File: config.mk
export PLATFORM = sky130hd
export DESIGN_NAME = kernel_buffer_loader
export DESIGN_NICKNAME = d
export VERILOG_FILES = /design/src/rtl/kernel_buffer_loader.sv
export SDC_FILE = /design/constraint.sdc
export NUM_CORES = 1
export LEC_CHECK = 0
export BUFFER_PORTS_ARGS = -buffer_cell sky130_fd_sc_hd__clkbuf_2
export CORE_UTILIZATION = 40
export CTS_CLUSTER_DIAMETER = 200
export CTS_CLUSTER_SIZE = 14
export DETAILED_ROUTE_END_ITERATION = 8
export MAX_ROUTING_LAYER = met4
export PLACE_DENSITY = 0.64
export SYNTH_ARGS = -nofsm -noshare
export SYNTH_HDL_FRONTEND = slang
export SYNTH_SLANG_ARGS = --single-unit
export TNS_END_PERCENT = 100
File: constraint.sdc
create_clock -name CLK -period 2.2 [get_ports CLK]
set_input_delay 0.66 -clock CLK [delete_from_list [all_inputs] [get_ports CLK]]
set_output_delay 0.66 -clock CLK [all_outputs]
set_load 0.05 [all_outputs]
File: src/rtl/kernel_buffer_loader.sv
// Streams kernel weights into the kernel buffer, round-robin across banks, one row per D beats.
// Holds the buffer in IO mode for the whole load, then hands it back to compute and pulses done.
//
// state | meaning
// IDLE  | buffer in compute mode, waiting for start
// LOAD  | accepting weights, ioSelect held high
// DRAIN | last write on the bus, done follows
module kernel_buffer_loader #(
    parameter int depth = 2,
    parameter int A     = 7,
    parameter int W     = 16
) (
    input  logic               CLK,
    input  logic               RST_N,
    input  logic               start,
    input  logic [A-1:0]       baseAddr,
    input  logic [A:0]         rowCount,
    input  logic               abort,
    input  logic [W-1:0]       wData,
    input  logic               wValid,
    output logic               wReady,
    output logic [W+depth+1:0] ioInputs,
    output logic [A-1:0]       address,
    output logic               busy,
    output logic               done
);

    localparam int D = 1 << depth;
    localparam logic [depth-1:0] BANK_LAST = depth'(D - 1);

    typedef enum logic [1:0] {IDLE, LOAD, DRAIN} state_t;

    state_t             state;
    state_t             state_nxt;
    logic [A-1:0]       base_q;
    logic [A:0]         rows_q;
    logic [depth-1:0]   bank_cnt;
    logic [A:0]         row_cnt;
    logic               io_write_q;
    logic [depth-1:0]   io_bank_q;
    logic [W-1:0]       io_data_q;
    logic [A-1:0]       addr_q;
    logic               done_q;

    logic               accept;
    logic               last_beat;
    logic               load_start;
    logic               write_nxt;
    logic               done_nxt;

    assign accept    = wValid && (state == LOAD);
    assign last_beat = accept && (bank_cnt == BANK_LAST) && (row_cnt == rows_q - 1'b1);

    always_ff @(posedge CLK or negedge RST_N) begin
        if (!RST_N) begin
            state <= IDLE;
        end else begin
            state <= state_nxt;
        end
    end

    always_comb begin
        state_nxt = state;
        case (state)
            IDLE: begin
                if (start && (rowCount != '0)) begin
                    state_nxt = LOAD;
                end
            end
            LOAD: begin
                if (abort) begin
                    state_nxt = IDLE;
                end else if (last_beat) begin
                    state_nxt = DRAIN;
                end
            end
            DRAIN: begin
                state_nxt = IDLE;
            end
            default: begin
                state_nxt = IDLE;
            end
        endcase
    end

    // An accepted beat in the abort cycle is dropped on purpose.
    always_comb begin
        load_start = 1'b0;
        write_nxt  = 1'b0;
        done_nxt   = 1'b0;
        wReady     = 1'b0;
        busy       = 1'b0;
        case (state)
            IDLE: begin
                load_start = start && (rowCount != '0);
                done_nxt   = start && (rowCount == '0);
            end
            LOAD: begin
                wReady    = 1'b1;
                busy      = 1'b1;
                write_nxt = accept && !abort;
            end
            DRAIN: begin
                busy     = 1'b1;
                done_nxt = 1'b1;
            end
            default: begin
                busy = 1'b0;
            end
        endcase
    end

    always_ff @(posedge CLK or negedge RST_N) begin
        if (!RST_N) begin
            base_q     <= '0;
            rows_q     <= '0;
            bank_cnt   <= '0;
            row_cnt    <= '0;
            io_write_q <= 1'b0;
            io_bank_q  <= '0;
            io_data_q  <= '0;
            addr_q     <= '0;
            done_q     <= 1'b0;
        end else begin
            io_write_q <= write_nxt;
            done_q     <= done_nxt;
            if (load_start) begin
                base_q   <= baseAddr;
                rows_q   <= rowCount;
                bank_cnt <= '0;
                row_cnt  <= '0;
                addr_q   <= baseAddr;
            end
            if (write_nxt) begin
                io_bank_q <= bank_cnt;
                io_data_q <= wData;
                addr_q    <= base_q + row_cnt[A-1:0];
                bank_cnt  <= bank_cnt + 1'b1;
                if (bank_cnt == BANK_LAST) begin
                    row_cnt <= row_cnt + 1'b1;
                end
            end
        end
    end

    assign ioInputs = {busy, io_write_q, io_bank_q, io_data_q};
    assign address  = addr_q;
    assign done     = done_q;

endmodule

### After elaboration in Yosys (flattened, before gate mapping)

Cells that the tools add are included.

| word-level totals | value |
|---|---|
| bits of input ports | 36 |
| latch bits | 0 |
| output and inout port bits | 30 |
| logic and storage cells | 49 |
| memory bits (writable) | 0 |
| memories | 0 |
| memory bits (read-only) | 0 |
| flip-flop bits (word level) | 54 |

| operators by class | value |
|---|---|
| muxes and demuxes | 16 |
| $lt $le $gt $ge | 0 |
| equality and inequality tests | 6 |
| shift operators | 0 |
| add/sub/neg operators | 4 |
| multipliers | 0 |
| reductions and logical operators | 13 |
| divide/modulo/power cells | 0 |
| bitwise operators | 0 |

Operators by type and width:

| cell | count |
|---|---|
| $mux W8 | 3 |
| $mux W7 | 2 |
| $mux W2 | 5 |
| $add A8 B1 Y8 const B | 1 |
| $eq A8 B8 Y1 | 1 |
| $logic_not A8 Y1 | 1 |
| $reduce_bool A8 Y1 | 1 |
| $sub A8 B1 Y8 const B | 1 |
| $add A7 B7 Y7 | 1 |
| $logic_and A1 B1 Y1 | 6 |
| $eq A2 B2 Y1 const B | 2 |
| $mux W1 | 4 |
| $pmux W2 S2 | 1 |
| $ne A3 B3 Y1 const B | 1 |
| $add A2 B1 Y2 const B | 1 |
| $eq A2 B1 Y1 const B | 1 |
| $logic_not A2 Y1 | 1 |
| $ne A2 B2 Y1 const B | 1 |
| $pmux W1 S2 | 1 |
| $reduce_and A2 Y1 | 1 |
| $reduce_bool A2 Y1 | 1 |
| $reduce_or A2 Y1 | 1 |
| $logic_not A1 Y1 | 1 |

### Depth between registers and ports, before layout

| depth | value |
|---|---|
| depth after elaboration | 7 |
| mapped depth | 9 |
| mapped depth without buffers | 9 |

### Least setup slack after synthesis

OpenSTA, ideal clock, no wires.

| timing path | value |
|---|---|
| kind | register to register |
| start | reg state[1] |
| end | reg io_bank_q[1] |
| path buffers | 2 |
| cell stages (with the launch flop) | 10 |
| slack | 0.001 ns |
| clock period less this slack | 2.199 ns |
| data arrival time | 2.133 ns |
| data required time | 2.134 ns |
| library setup time | 0.066 ns |
| cell sequence | dfrtp_1 inv_1 ha_1 and2b_2 nand2_1 inv_1 clkbuf_1 buf_1 nand2_1 nand2_1 |

| on the way | value |
|---|---|
| longest elaborated chain between the ends | 4 |

RTL lines:

| item | line | RTL |
|---|---|---|
| start, declared | 33 | `state_t state;` |
| start signal, assigned | 58 | `state <= state_nxt;` |
| $eq A2 B1 Y1 * | 51, 93 |  |
| $logic_and A1 B1 Y1 | 51 | `assign accept = wValid && (state == LOAD);` |
| $logic_and A1 B1 Y1 | 101 | `write_nxt = accept && !abort;` |
| $mux W1 * | 93 | `case (state)` |
| end signal, assigned | 135 | `io_bank_q <= bank_cnt;` |
| end, declared | 40 | `logic [depth-1:0] io_bank_q;` |

Every way passes the cells marked *; elsewhere a longest branch is shown, timed or not.
A chain may end at the register's enable or synchronous reset.

### Worst setup path after layout

| timing path | value |
|---|---|
| start | reg rows_q[1] |
| end | reg state[0] |

| on the way | value |
|---|---|
| longest elaborated chain between the ends | 5 |

RTL lines:

| item | line | RTL |
|---|---|---|
| start, declared | 36 | `logic [A:0] rows_q;` |
| start signal, assigned | 129 | `rows_q <= rowCount;` |
| $sub A8 B1 Y8 | 52 | `assign last_beat = accept && (bank_cnt == BANK_LAST) && (row_cnt == rows_q - 1'b1);` |
| $eq A8 B8 Y1 | 52 |  |
| $logic_and A1 B1 Y1 | 52 |  |
| $ne A3 B3 Y1 (no source line) | n/a |  |
| $reduce_and A2 Y1 (no source line) | n/a |  |

No other way between the ends.

==> summary.md <==
| Metric | Value |
|---|---|
| Detailed Route Iter0 Violations | `between 100 and 150` |
| Via count | `2338` |
| Area of the core | `0.006495 mm^2` |
| Final Cycle Share | `95.29%` |
| Initial Util | `about 42%` |
| Reg power frac | `a little over a third` |
| Crit path cell chain | `inv_1 -> ha_4 -> xor2_1 -> nand4_1 -> or4_1 -> or3_4 -> mux2i_1` |
| CP max FO | `3` |
| GP Congestion | `around 0.85` |
| Global Route Usage Sum | `between 10% and 20%` |
| Flops & latches, synth | `54` |
| Crit. End Element | `flip-flop` |
| Worst Reg2Reg Path Length in Cells | `7` |
| Failing checks | `design-rule violations` |
| Inserted Clock Buffers | `5` |
| GR Overflow Total | `0` |
| # nets final | `433` |
| Tot Pwr | `about 4500 uW` |
| Slew @ Worst Pin | `roughly 0.6 ns` |
| Leakage power | `approximately 0.0018 uW` |
| Syn Inst Count | `~310` |
| Clk slew on worst S/H paths | `roughly 0.10 ns` |
| Largest net degree at the start of global routing | `34` |
| Most used DFF post-synth | `dfrtp_1` |
| Final setup viols | `0` |
| Status | `complete, but fails checks` |
| Detailed Place HPWL | `about 4.6 mm` |
| Final Instance Area | `roughly 0.0034 mm^2` |
| Most frequent cells after synthesis | `108 x nand2_1, 54 x dfrtp_1, 12 x ha_1, 12 x nor2_1, 12 x o21ai_0` |
| Slowest-stage cell, CP | `or4_1` |
| Final Util | `between 50% and 60%` |
| I/O pin count | `66` |
| Avg WL per Cell | `13.59 um` |
| Syn. warnings | `0` |
| Top Family by Delay on Critical Path | `simple AND/OR/NAND/NOR gates` |
| Worst path max stage delay | `0.42 ns` |
| FMAX | `between 0.4 and 0.5 GHz` |
| Fin crit period | `about 2.1 ns` |
| Crit path DAT | `roughly 2.3 ns` |
| Most frequent cell after synthesis | `nand2_1` |
| Area delta synth->final | `23.26%` |
| Max_cap viols | `0` |
| Total wire length | `around 6.3 mm` |
| Stages on worst setup path | `7` |
| Area after DPL | `0.003267 mm^2` |
| Comb pwr share | `approximately half` |
| CTS max path bufs | `2` |
| Diode count | `0` |
| Worst EP required | `roughly 2.4 ns` |
| Biggest area consumer among synthesized cells | `dfrtp_1` |
| DRT antenna net count | `0` |
| Drt first pass iters | `6` |
| # clock sinks | `54` |
| Post-synth ARST share | `100.0%` |
| Switching Fraction | `around half` |
| Sequential area share after synthesis | `between 40% and 50%` |
| Worst setup SP type | `flip-flop` |
| EDFF count, synth | `0` |
| Die span in x | `84.73 um` |
| Crit path buffers/inverters | `1` |
| Vias in the first global route | `about 2200` |
| Fillcell total | `~630` |
| Die H | `~85 um` |
| Syn_nets | `357` |
| Type of the most critical hold path | `in2async` |
| Vias/cell | `5.061` |
| Clock Latency Late Sink | `~0.31 ns` |
| Slew Limit Fails | `0` |
| H-tree depth | `2` |
| Initial antenna violation count | `0` |
| Final Hold Vio Count | `0` |
| Root buffer cell | `clkbuf_8` |
| Maximum VDD drop | `0.7847 mV` |
| Die area | `~0.0072 mm^2` |
| Sw Pwr | `around 2200 uW` |
| Cells taking the most area after synthesis | `dfrtp_1 49%, nand2_1 15%, ha_1 5.5%, xnor2_1 2.9%, o21ai_0 2.2%` |
| Syn Area/Cell | `a little under 9 um^2` |
| Clock Skew | `0.01156 ns` |
| PwrDens | `about 1300 mW/mm^2` |
| Worst slew margin | `about three fifths` |
| Post-synthesis instance area | `about 0.0027 mm^2` |
| # rows | `29` |
| # DRC | `4` |
| First-pass GRT wire length | `about 11 mm` |
| Share of cells above drive strength 1 | `approximately a quarter` |
| P_int | `2311 uW` |
| WS Path Type | `reg2reg` |
| Placed Cells | `between 400 and 500` |
| Yosys cell types | `between 40 and 50` |
| CTS tree | `built` |
| Yosys top cell area share | `between 40 and 50%` |
| Port bufs | `between 60 and 70` |
| Clk pwr share | `12.2%` |
| Non-Filler Instances | `around 460` |
## power groups by stage
| stage | logic [uW] | clock network [uW] | registers [uW] |
|---|---|---|---|
| 6_report | 2340 | 552 | 1630 |
| 5_1_grt | 2530 | 609 | 1680 |
| 4_1_cts | 2320 | 564 | 1620 |
| 3_5_place_dp | 2310 | 0 | 1630 |
| 3_3_place_gp | 2260 | 0 | 1620 |
| 2_1_floorplan | 958 | 0 | 2360 |
## cell type report
type	instances	area, um^2	share of cell area [%]
Clock buffer	6	72.57	2.151
Clock inverter	2	13.76	0.4079
Inverter	10	37.54	1.112
Multi-Input combinational cell	231	1313	38.90
Sequential cell	54	1351	40.04
Tap cell	77	96.34	2.855
Timing Repair Buffer	82	490.5	14.53
## path summary, 6_finish.rpt
path,startpoint,end,slack (ns)
hold reg to reg,io_data_q[1],io_data_q[1],0.48
setup reg to reg,rows_q[1],state[0],0.10
setup / recovery,rows_q[1],state[0],0.10
hold / removal,RST_N,base_q[2],0.33
max in group asynchronous,RST_N,row_cnt[0],1.27
min in group CLK,io_data_q[1],io_data_q[1],0.48
## cells by family (layout without fill, tap and decap cells)
group / after synthesis / after routing / share of synthesized area, %
simple gates: 155 / 155 / 25.09
xor+xnor: 14 / 14 / 4.479
mux: 3 / 3 / 1.097
fa+ha+maj: 13 / 13 / 6.216
buf+inv: 23 / 100 / 3.473
compound gates: 46 / 46 / 10.28
flops: 54 / 54 / 49.36
## placed cells by master, fill, tap and decap left out, types with 3 or more instances in the layout
cell type	n
buf_4	14
inv_1	10
ha_1	11
a31oi_1	6
a21oi_1	11
nand3_1	11
nand2_1	108
mux2i_1	3
xor2_1	5
buf_12	3
xnor2_1	9
o21ai_0	12
o21ai_1	4
or4_1	3
nor2_1	11
clkbuf_8	5
dfrtp_1	54
and3_1	6
clkbuf_2	65
## state kept, by name, summed over array words and instances (netlist names)
register	count
base_q	7
bank_cnt	2
done	1
io_data_q	16
rows_q	8
state	2
io_write_q	1
io_bank_q	2
address	7
row_cnt	8
## metrics by stage
step	worst slack [ns]	setup TNS (ns)	hold slack [ns]
floorplan	0.001068	0	0.3644
global placement	-0.05957	-0.2695	0.4580
detailed placement	-0.09981	-0.4821	0.4613
global route	-0.004611	-0.004611	0.3523
CTS	0.04925	0	0.3502
finish	0.1035	0	0.3280
## routing by layer
metal / global-route usage, % / wire length, um / up-vias
met2: 30.01 / 2897 / 72
met5: - / 0 / -
met3: 4.621 / 355 / 2
met1: 25.93 / 3009 / 1086
met4: 2.773 / 15 / 0
li1: - / - / 1178
## timing repair
action | 4_1_cts | 5_1_grt
resized for setup | 0 | 4
setup buffers | 0 | 0
setup endpoints to repair | 0 | 2
hold buffers | 0 | 0
No activity file was read; power rests on OpenSTA's default activity.
